`src/rtl/mem_cfg_regfile.sv`:
```
// mem_cfg_regfile: memory-mapped per-port destination-address register file.
// Accesses run through a three-state handshake (IDLE -> ACCESS -> RESP). The request
// is captured in IDLE and performed at the ACCESS edge. The response strobes are
// registered out of RESP.
//
// Ports:
//   clk, rst_n     clock, asynchronous active-low reset
//   mem_sel_en     request strobe (sampled in IDLE only)
//   mem_addr       register address
//   mem_wr_data    write data
//   mem_wr_rd_s    1 = write, 0 = read
//   mem_rd_data    read data, held until the next successful read
//   mem_rd_valid   one-cycle read-complete pulse
//   mem_ack        one-hot one-cycle write-complete pulse per port
//   mem_err        one-cycle access-rejected pulse
//   mem_busy       transaction in flight
//   port_cfg_o     flat bus of all port registers, port i at [i*DATA_W +: DATA_W]
//
// Optional feature: define MEM_CFG_LOCK_EN to add a sticky write-lock register
// at BASE_ADDR+NUM_PORTS.

module mem_cfg_regfile #(
    parameter int unsigned           NUM_PORTS = 4,
    parameter int unsigned           ADDR_W    = 8,
    parameter int unsigned           DATA_W    = 8,
    parameter logic [ADDR_W-1:0]     BASE_ADDR = ADDR_W'(0)
) (
    input  logic                        clk,
    input  logic                        rst_n,
    input  logic                        mem_sel_en,
    input  logic [ADDR_W-1:0]           mem_addr,
    input  logic [DATA_W-1:0]           mem_wr_data,
    input  logic                        mem_wr_rd_s,
    output logic [DATA_W-1:0]           mem_rd_data,
    output logic                        mem_rd_valid,
    output logic [NUM_PORTS-1:0]        mem_ack,
    output logic                        mem_err,
    output logic                        mem_busy,
    output logic [NUM_PORTS*DATA_W-1:0] port_cfg_o
);

    typedef enum logic [1:0] {
        IDLE   = 2'd0,
        ACCESS = 2'd1,
        RESP   = 2'd2
    } state_t;

    state_t state, state_n;

    logic [ADDR_W-1:0]           addr_q;
    logic [DATA_W-1:0]           data_q;
    logic                        wr_q;
    logic [NUM_PORTS*DATA_W-1:0] cfg_q;

    // Response latched at the ACCESS edge, presented out of RESP.
    logic [NUM_PORTS-1:0]        ack_pend;
    logic                        valid_pend;
    logic                        err_pend;

    // Decode of the captured request.
    logic [ADDR_W-1:0]           idx_c;
    logic                        hit_port_c;
    logic                        hit_lock_c;
    logic                        locked_c;
    logic [NUM_PORTS-1:0]        port_sel_c;
    logic [DATA_W-1:0]           rd_val_c;
    logic                        do_wr_c;
    logic                        do_rd_c;
    logic                        set_lock_c;
    logic                        err_c;

`ifdef MEM_CFG_LOCK_EN
    logic lock_q;
`endif

    // State register.
    always_ff @(posedge clk or negedge rst_n) begin
        if (!rst_n) state <= IDLE;
        else        state <= state_n;
    end

    // Next-state logic.
    always_comb begin
        state_n = state;
        case (state)
            IDLE:    if (mem_sel_en) state_n = ACCESS;
            ACCESS:  state_n = RESP;
            RESP:    state_n = IDLE;
            default: state_n = IDLE;
        endcase
    end

    // Address decode and access outcome for the held request.
    always_comb begin
        idx_c      = addr_q - BASE_ADDR;
        hit_port_c = (addr_q >= BASE_ADDR) && (idx_c < ADDR_W'(NUM_PORTS));
        port_sel_c = '0;
        rd_val_c   = '0;
        for (int unsigned i = 0; i < NUM_PORTS; i++) begin
            if (hit_port_c && idx_c == ADDR_W'(i)) begin
                port_sel_c[i] = 1'b1;
                rd_val_c      = cfg_q[i*DATA_W +: DATA_W];
            end
        end
`ifdef MEM_CFG_LOCK_EN
        hit_lock_c = (addr_q >= BASE_ADDR) && (idx_c == ADDR_W'(NUM_PORTS));
        locked_c   = lock_q;
        if (hit_lock_c) rd_val_c = DATA_W'(lock_q);
`else
        hit_lock_c = 1'b0;
        locked_c   = 1'b0;
`endif
        do_wr_c    = wr_q && hit_port_c && !locked_c;
        do_rd_c    = !wr_q && (hit_port_c || hit_lock_c);
        set_lock_c = wr_q && hit_lock_c && data_q[0];
        // Lock writes (0 or 1) complete silently: no ack, no error.
        err_c      = !(hit_port_c || hit_lock_c) || (wr_q && hit_port_c && locked_c);
    end

    // Request capture, register update and response strobes.
    always_ff @(posedge clk or negedge rst_n) begin
        if (!rst_n) begin
            addr_q       <= '0;
            data_q       <= '0;
            wr_q         <= 1'b0;
            cfg_q        <= '0;
            ack_pend     <= '0;
            valid_pend   <= 1'b0;
            err_pend     <= 1'b0;
            mem_rd_data  <= '0;
            mem_rd_valid <= 1'b0;
            mem_ack      <= '0;
            mem_err      <= 1'b0;
            mem_busy     <= 1'b0;
        end else begin
            if (state == IDLE && mem_sel_en) begin
                addr_q <= mem_addr;
                data_q <= mem_wr_data;
                wr_q   <= mem_wr_rd_s;
            end
            if (state == ACCESS) begin
                for (int unsigned i = 0; i < NUM_PORTS; i++) begin
                    if (do_wr_c && port_sel_c[i]) cfg_q[i*DATA_W +: DATA_W] <= data_q;
                end
                if (do_rd_c) mem_rd_data <= rd_val_c;
                ack_pend   <= do_wr_c ? port_sel_c : '0;
                valid_pend <= do_rd_c;
                err_pend   <= err_c;
            end
            mem_ack      <= (state == RESP) ? ack_pend : '0;
            mem_rd_valid <= (state == RESP) && valid_pend;
            mem_err      <= (state == RESP) && err_pend;
            // Covers the capture edge through the edge leaving RESP.
            mem_busy     <= (state_n != IDLE) || (state != IDLE);
        end
    end

`ifdef MEM_CFG_LOCK_EN
    // Sticky lock, cleared only by reset.
    always_ff @(posedge clk or negedge rst_n) begin
        if (!rst_n)                           lock_q <= 1'b0;
        else if (state == ACCESS && set_lock_c) lock_q <= 1'b1;
    end
`endif

    assign port_cfg_o = cfg_q;

endmodule
```
`config.mk`:
```
export PLATFORM = sky130hd
export DESIGN_NAME = mem_cfg_regfile
export DESIGN_NICKNAME = d
export VERILOG_FILES = /design/src/rtl/mem_cfg_regfile.sv
export SDC_FILE = /design/constraint.sdc
export NUM_CORES = 1
export LEC_CHECK = 0
export ABC_AREA = 1
export CAP_MARGIN = 0
export CORE_MARGIN = 2
export CORE_UTILIZATION = 45
export CTS_CLUSTER_DIAMETER = 150
export DETAILED_ROUTE_END_ITERATION = 8
export PLACE_DENSITY_LB_ADDON = 0.3
export SYNTH_ARGS = -nofsm -noshare
export SYNTH_HDL_FRONTEND = slang
export SYNTH_SLANG_ARGS = --single-unit
```
`constraint.sdc`:
```
create_clock -name clk -period 1.3 [get_ports clk]
set_clock_uncertainty 0.15 [all_clocks]
set_input_delay 0.13 -clock clk [delete_from_list [all_inputs] [get_ports clk]]
set_output_delay 0.13 -clock clk [all_outputs]
set_load 0.05 [all_outputs]
```
Word level (Yosys, flattened, before mapping) --
Cells that the tools add are included.
Word-level totals: bits in registers 72, bits of input ports 20, output and inout port bits 47, word-level logic and storage cells 61
Cells by class: magnitude comparators 2, equality and inequality tests 5, mux-type cells 12, reduce and logical (&&, ||, !) cells 26
Operators by type and width (count):
- $mux 8 | 4
- $eq 8x2->1 const B | 2
- $logic_and 1x1->1 | 14
- $reduce_and 2->1 | 5
- $eq 8x1->1 const B | 1
- $ge 8x1->1 const B | 1
- $logic_not 8->1 | 1
- $lt 8x3->1 const B | 1
- $mux 4 | 2
- $mux 1 | 4
- $pmux 2 s2 | 1
- $reduce_bool 2->1 | 2
- $eq 2x1->1 const B | 1
- $eq 2x2->1 const B | 1
- $logic_not 1->1 | 2
- $logic_not 2->1 | 1
- $mux 2 | 1
- $logic_or 1x1->1 | 1

Logic depth before layout (Yosys ltp) --
Gate-level depths: netlist of run 1.
depth in word-level cells 7, mapped depth 9, depth with buffers taken out 9

Worst setup path after synthesis of run 1 --
OpenSTA, ideal clock, no wires.
path kind register to register, start point register addr_q[1], end point register cfg_q[15], in the netlist port_cfg_o[15], setup time 0.121 ns, arrival time 1.169 ns, required time 1.029 ns, path slack -0.140 ns, stages on the path, launching flop included 8, path buffers 1, clock period less this slack 1.440 ns, cells stage by stage dfrtp_1 > inv_2 > nand2_2 > nor2_4 > nand3_4 > buf_6 > nand2_2 > o21ai_2
Between the ends: longest elaborated chain between the ends 6, elaborated cells between the ends (all ways) 9, those cells by class order compare: 2; eq/ne: 1; mux: 1; reduce/logical: 5
RTL lines:
- from (decl) | line 50 | logic [ADDR_W-1:0] addr_q;
- from (signal assigned) | line 137 | addr_q <= mem_addr;
- $ge 8x1->1 or $lt 8x3->1 (tied branches) | line 96 | hit_port_c = (addr_q >= BASE_ADDR) && (idx_c < ADDR_W'(NUM_PORTS));
- $logic_and 1x1->1 | line 96
- $logic_and 1x1->1 | line 100 | if (hit_port_c && idx_c == ADDR_W'(i)) begin
- $mux 1 | line 100
- $logic_and 1x1->1 (*) | line 143 | if (do_wr_c && port_sel_c[i]) cfg_q[i*DATA_W +: DATA_W] <= data_q;
- $reduce_and 2->1 (no source line) (*)
- to (signal, indexed assignment) | line 143
- to (decl) | line 53 | logic [NUM_PORTS*DATA_W-1:0] cfg_q;
Mark *: on every way between the ends. The rest lies on a longest branch, timed or not. A chain may end at the register's enable or synchronous reset.

Worst setup path after layout of run 1 --
start point register addr_q[5], end point register cfg_q[23], in the netlist port_cfg_o[23]
Same word-level chain as after synthesis.

==> run_results.csv, run 1 <==
group,metric,value,unit
floorplan,initial_core_util,46.1,%
floorplan,dieArea,7600,µm²
detailed_routing,drcViolationCount,0,
detailed_routing,drt_iter0_markers,360,
detailed_routing,vias_per_cell,5.63,
synth,syn_area,3120,µm²
sta,fmax,0.623,GHz
cts,clock_latency,0.36,ns
synth,netlist-cell-type-count,26,
grt,grt.overflow.total,0,
detailed_routing,wl_per_cell,19.8,µm
grt,antenna_found_initial,0,
placement,dp_hpwl,5190,µm
power,vdd_drop_max,938,µV
grt,grt_usage,25.1,%
setup_path,r2r_cells,6,
detailed_routing,drt_wl_total,10000,µm
sta,finalHoldViolations,0,
cts,cts.sink_count,72,
floorplan,coreArea,6760,µm²
setup_path,crit_type,"reg2reg",
sta,hold_ws,0.154,ns
sta,rsz0062_at_grt,"yes",
hold_path,hold-path-cell-count,3,
cts,clk_pin_slew,0.08,ns
grt,grt_pass1_wl,14000,µm
placement,place_ws,-0.219,ns
grt,grt_start_max_net_pins,73,
sta,maxSlewViolCount,0,
sta,max_slew_margin,74.6,%
grt,grt_pass1_vias,2677,
synth,synth-simple-area-share,26.1,%
flow_run,maxCapViolCount,0,
setup_path,cpPeakStageDelay,0.40,ns
sta,worst_pin_slew,0.382,ns
floorplan,die_w,87.2,µm
floorplan,fp-row-count,30,
floorplan,die_h,87.2,µm
status,status,"finished, violations left",
sta,setup_tns,-11.03,ns
synth,yosysTopAreaCellShare,57.8,%
layout,area_growth,69.1,%
sta,fin_ws,-0.304,ns
synth,synthAdderAreaFrac,0,%
synth,yosys-mux-area-fraction,0,%
cts,clockBufferDepth,2,
synth,ys_ff_latch,72,
synth,ys_top_cells_by_area,"dfrtp_1, nand2_1, o21ai_2",
layout,antenna_cells,0,
setup_path,cp_data_arrival_time,1.74,ns
setup_path,critical_path_required,1.43,ns
floorplan,ios,67,
power,p_leak,2.41,nW
placement,postPlaceCellArea,4460,µm²
setup_path,crit_path_start_kind,"flip-flop",
setup_path,rr_endpoint,"port_cfg_o[23]",
synth,ys_seq_area_share,57.8,%
hold_path,hold_class,"in2reg",
synth,synthCells,311,
cts,htree_levels,3,
detailed_routing,drt_first_pass_iters,5,
synth,yosys.area.top_type,"dfrtp_1",
setup_path,cp-endpoint,"port_cfg_o[23]",
cts,cts_tree,"built",
synth,syn-num-nets,331,
setup_path,r2r-start,"addr_q[5]",
sta,period_needed,1.60,ns
detailed_routing,ant_nets,0,
sta,finalSetupViolations,62,
status,violations,"setup timing",
setup_path,startpoint,"addr_q[5]",
placement,port_buffers,66,
cts,cts_made_buffers,9,
layout,design_area,5270,µm²
layout,nets,441,
synth,avgSynthCellArea,10.0,µm²
cts,cts_root_buf,"clkbuf_8",
layout,layout-drive-gt1-share,46.9,%
synth,synth_top_family_by_area,"simple AND/OR/NAND/NOR gates",
setup_path,slowest_stage,"dfrtp_1",
setup_path,rrSetupSlack,-0.30,ns
synth,ys_warn_count,0,
setup_path,crit_path_cell_trace,"nor2_2 -> nand2_4 -> nor2_4 -> buf_4 -> nand4_4 -> o21ai_2",
setup_path,end_kind,"flip-flop",
power,pwr_density_cell,1450,nW/µm²
synth,synthXorXnorAreaFrac,0,%
synth,synth_compound_area_share,10.5,%
sta,finalCritPeriodShare,123,%
power,power.total,7.65,mW
setup_path,path_max_fanout,8,
placement,place.gp.congestion,0.793,
detailed_routing,vias,2851,
## layer usage
metal	GRT usage (%)	share of wire, %	up-vias
met4	11.9	4.2	2
met5	0	0.26	-
li1	-	-	1254
met2	43.8	51	180
met3	3.89	7.0	47
met1	30.3	37	1368
## stage by stage
stage | util, % | std cells
after global placement | 66.0 | 466
after detailed placement | 66.0 | 466
after CTS | 74.8 | 500
after floorplan | - | 311
final | 78.0 | 506
after global routing | 78.0 | 506
## logic make-up (layout without fill, tap and decap cells)
| family | after synthesis | after routing |
|---|---|---|
| flops | 72 | 72 |
| simple gates | 153 | 158 |
| buf+inv | 35 | 145 |
| compound gates | 51 | 51 |
## flip-flops by register name, indices dropped and copies added, names as in the netlist, 2 cells and up
register	flops
mem_rd_data	8
addr_q	8
data_q	8
port_cfg_o	32
mem_ack	4
ack_pend	4
state	2
## how the worst min path moves through the flow
stage                 from  slack (ns)          end
2_1_floorplan        rst_n       -0.32  ack_pend[0]
3_3_place_gp         rst_n        0.03    addr_q[4]
3_5_place_dp         rst_n        0.03    addr_q[4]
4_1_cts        mem_addr[4]        0.15    addr_q[4]
5_1_grt        mem_addr[4]        0.17    addr_q[4]
6_report       mem_addr[4]        0.15    addr_q[4]
## critical path: cells and delay by family, from the launching register on
family	cells	cell delay, ns
simple gates	4	0.60
flops	1	0.40
compound gates	1	0.21
buf+inv	1	0.15
## cell usage after synthesis (all sizes together)
cell and number:
clkbuf 1, clkinv 1, nand4 9, nand2 99, buf 8, inv 25, nand3 28, dfrtp 72
a21oi 1, nor2 17, o21ai 50
## cell type report
class                      count  area, µm²
clock buffer                  11        131
tap                           80        100
multi-input combinational    209       1400
inverter                      26        113
fill                         393       1490
timing repair buffer         103       1590
clock inverter                 5        129
sequential                    72       1810
## power breakdown
part | internal [mW] | switching, mW
Combinational | 1.07 | 1.46
Sequential | 2.51 | 0.297
Clock | 1.47 | 0.842
## layout by cell type (no fill, tap or decap), types with 3 or more instances in the layout
master / instances
nand2_4: 11
buf_12: 54
nor2_1: 7
bufinv_16: 4
o21ai_1: 13
nand3_1: 25
clkbuf_8: 9
buf_6: 7
inv_1: 16
nor2_8: 3
clkinv_4: 3
buf_4: 17
nand3_4: 3
nor2_4: 4
nand2_8: 3
dfrtp_1: 68
nor2_2: 3
nand4_1: 8
inv_2: 7
nand2_1: 67
o21ai_2: 37
clkdlybuf4s50_1: 18
nand2_2: 20
dfrtp_2: 4
## what timing repair did
| action | 4_1_cts | 5_1_grt |
|---|---|---|
| resized for setup | 38 | 52 |
| endpoints found under the hold margin | 72 | 0 |
| setup endpoints to repair | 58 | 66 |
| gates cloned | 6 | 3 |
| setup buffers | 11 | 5 |
| hold buffers | 1 | 0 |
| pin swaps | 1 | 6 |
No activity file was read; power rests on OpenSTA's default activity.
==> inputs of run 2 (changes only) <==
--- a/config.mk
+++ b/config.mk
@@ -13,3 +13,3 @@
 export DETAILED_ROUTE_END_ITERATION = 8
-export PLACE_DENSITY_LB_ADDON = 0.3
+export PLACE_DENSITY = 0.75
 export SYNTH_ARGS = -nofsm -noshare
--- a/constraint.sdc
+++ b/constraint.sdc
@@ -4,2 +4,2 @@
 set_output_delay 0.13 -clock clk [all_outputs]
-set_load 0.05 [all_outputs]
+set_load 0.1 [all_outputs]
==> run_results.csv, run 2 (synthesis results as in run 1) <==
group,metric,value,unit
setup_path,crit_type,"reg2reg",
sta,fin_ws,-0.385,ns
setup_path,critical_path_required,1.43,ns
cts,clockBufferDepth,2,
floorplan,die_h,87.2,µm
layout,antenna_cells,0,
cts,htree_levels,3,
cts,clock_latency,0.38,ns
layout,largest_reg_flops,32,
detailed_routing,drt_first_pass_iters,5,
floorplan,ios,67,
setup_path,cpPeakStageDelay,0.42,ns
detailed_routing,ant_nets,0,
detailed_routing,vias_per_cell,6.01,
cts,cts.sink_count,72,
sta,finalCritPeriodShare,130,%
layout,final_common_cell,"buf_12",
grt,grt_pass1_wl,15200,µm
detailed_routing,vias,3057,
layout,final_cell_mix,"buf_12, nand2_1, dfrtp_1",
floorplan,initial_core_util,46.1,%
placement,postPlaceCellArea,4510,µm²
cts,cts_made_buffers,9,
layout,post-route-util,79.6,%
setup_path,crit_path_cell_trace,"inv_2 -> nand2_4 -> nor2_8 -> buf_4 -> nand4_4 -> o21ai_2",
sta,finalSetupViolations,65,
floorplan,die_w,87.2,µm
setup_path,cp_num_buf_inv,2,
layout,design_area,5380,µm²
sta,worst_pin_slew,0.398,ns
placement,port_buffers,66,
power,p_leak,2.39,nW
flow_run,maxCapViolCount,0,
power,pwr_density_cell,1510,nW/µm²
layout,layout-drive-gt1-share,59.0,%
grt,antenna_found_initial,0,
setup_path,path_max_fanout,8,
placement,place.gp.congestion,0.809,
placement,dp.cells,467,
floorplan,dieArea,7600,µm²
floorplan,coreArea,6760,µm²
grt,grt_pass1_vias,2807,
setup_path,rrSetupSlack,-0.39,ns
status,status,"finished, violations left",
cts,cts_tree,"built",
grt,grt_start_max_net_pins,73,
detailed_routing,drt_iter0_markers,486,
placement,dp_hpwl,5250,µm
cts,clk_pin_slew,0.10,ns
status,violations,"setup timing",
layout,instances_no_fill,509,
setup_path,crit_family,"simple AND/OR/NAND/NOR gates",
floorplan,fp-row-count,30,
sta,rsz0062_at_grt,"yes",
sta,maxSlewViolCount,0,
sta,finalHoldViolations,0,
setup_path,end_kind,"flip-flop",
grt,grt.overflow.total,0,
layout,area_growth,72.7,%
setup_path,slowest_stage,"dfrtp_1",
detailed_routing,drt_wl_total,11500,µm
sta,period_needed,1.69,ns
detailed_routing,wl_per_cell,22.6,µm
detailed_routing,drcViolationCount,0,
sta,max_slew_margin,73.5,%
cts,cts_root_buf,"clkbuf_8",
sta,fmax,0.593,GHz
layout,nets,444,
setup_path,cp_data_arrival_time,1.82,ns
grt,grt_usage,27.5,%
hold_path,hold_class,"in2async",
setup_path,crit_path_start_kind,"flip-flop",
power,vdd_drop_max,924,µV
[run 2: cell types whose count changed in the layout (fill, tap and decap cells not counted), sizes merged]
cell / before / now
clkinv: 3 / 5
nand4: 10 / 11
clkbuf: 12 / 11
bufinv: 4 / 2
buf: 83 / 86
[run 2: layer usage]
layer	up-vias	routed length (µm)	GRT usage (%)
li1	1262	-	-
met2	252	5720	45.0
met4	0	842	16.9
met5	-	0	0
met1	1457	3890	32.8
met3	86	1050	6.26
[run 2: path summary, 6_finish.rpt]
check                               start              to  depth (start not counted)
max reg2reg                      state[1]  port_cfg_o[17]                          6
max                              state[1]  port_cfg_o[17]                          6
max in group asynchronous           rst_n  port_cfg_o[29]                          3
min                                 rst_n       addr_q[5]                          3
min reg2reg                    valid_pend    mem_rd_valid                          2
min in group clk           mem_wr_data[2]       data_q[2]                          3
[run 2: tightest hold or removal path, delay by kind of cell]
kind	cells	cell delay (ns)
buffers and inverters	3	0.95
[run 2: cell type report]
class,instances,area (µm²)
Tap cell,80,100
Inverter,26,113
Timing Repair Buffer,105,1580
Sequential cell,72,1840
Fill cell,352,1380
Multi-Input combinational cell,210,1510
Clock buffer,11,151
Clock inverter,5,78.8
[run 2: timing repair]
| action | CTS | global route |
|---|---|---|
| cloned | 5 | 4 |
| hold buffers | 1 | 0 |
| pin swaps | 6 | 5 |
| buffers inserted | 13 | 6 |
| hold endpoints to repair | 72 | 0 |
| endpoints found under the setup margin | 63 | 65 |
| gates resized for setup | 52 | 60 |
[run 2: metrics by stage]
step	worst slack (ns)	power [mW]	hold slack [ns]	TNS [ns]
4_1_cts	-0.214	7.72	0.157	-8.40
5_1_grt	-0.421	8.30	0.163	-16.30
6_report	-0.385	8.14	0.150	-14.50
2_1_floorplan	-0.120	4.32	-0.316	-2.34
3_3_place_gp	-0.162	5.29	0.0274	-4.95
3_5_place_dp	-0.229	5.37	0.0405	-7.99
[run 2: where the power goes]
| part | leakage [nW] | internal, mW | switching (mW) |
|---|---|---|---|
| clock | 0.119 | 1.18 | 0.941 |
| sequential | 0.910 | 2.53 | 0.322 |
| combinational | 1.36 | 1.11 | 2.06 |
| total | 2.39 | 4.82 | 3.32 |
==> inputs of run 3 (changes only) <==
Settings changed: CAP_MARGIN 0 to unset.
==> results of run 3 <==
The final DEF is identical to that of run 2; final timing and power are the same.
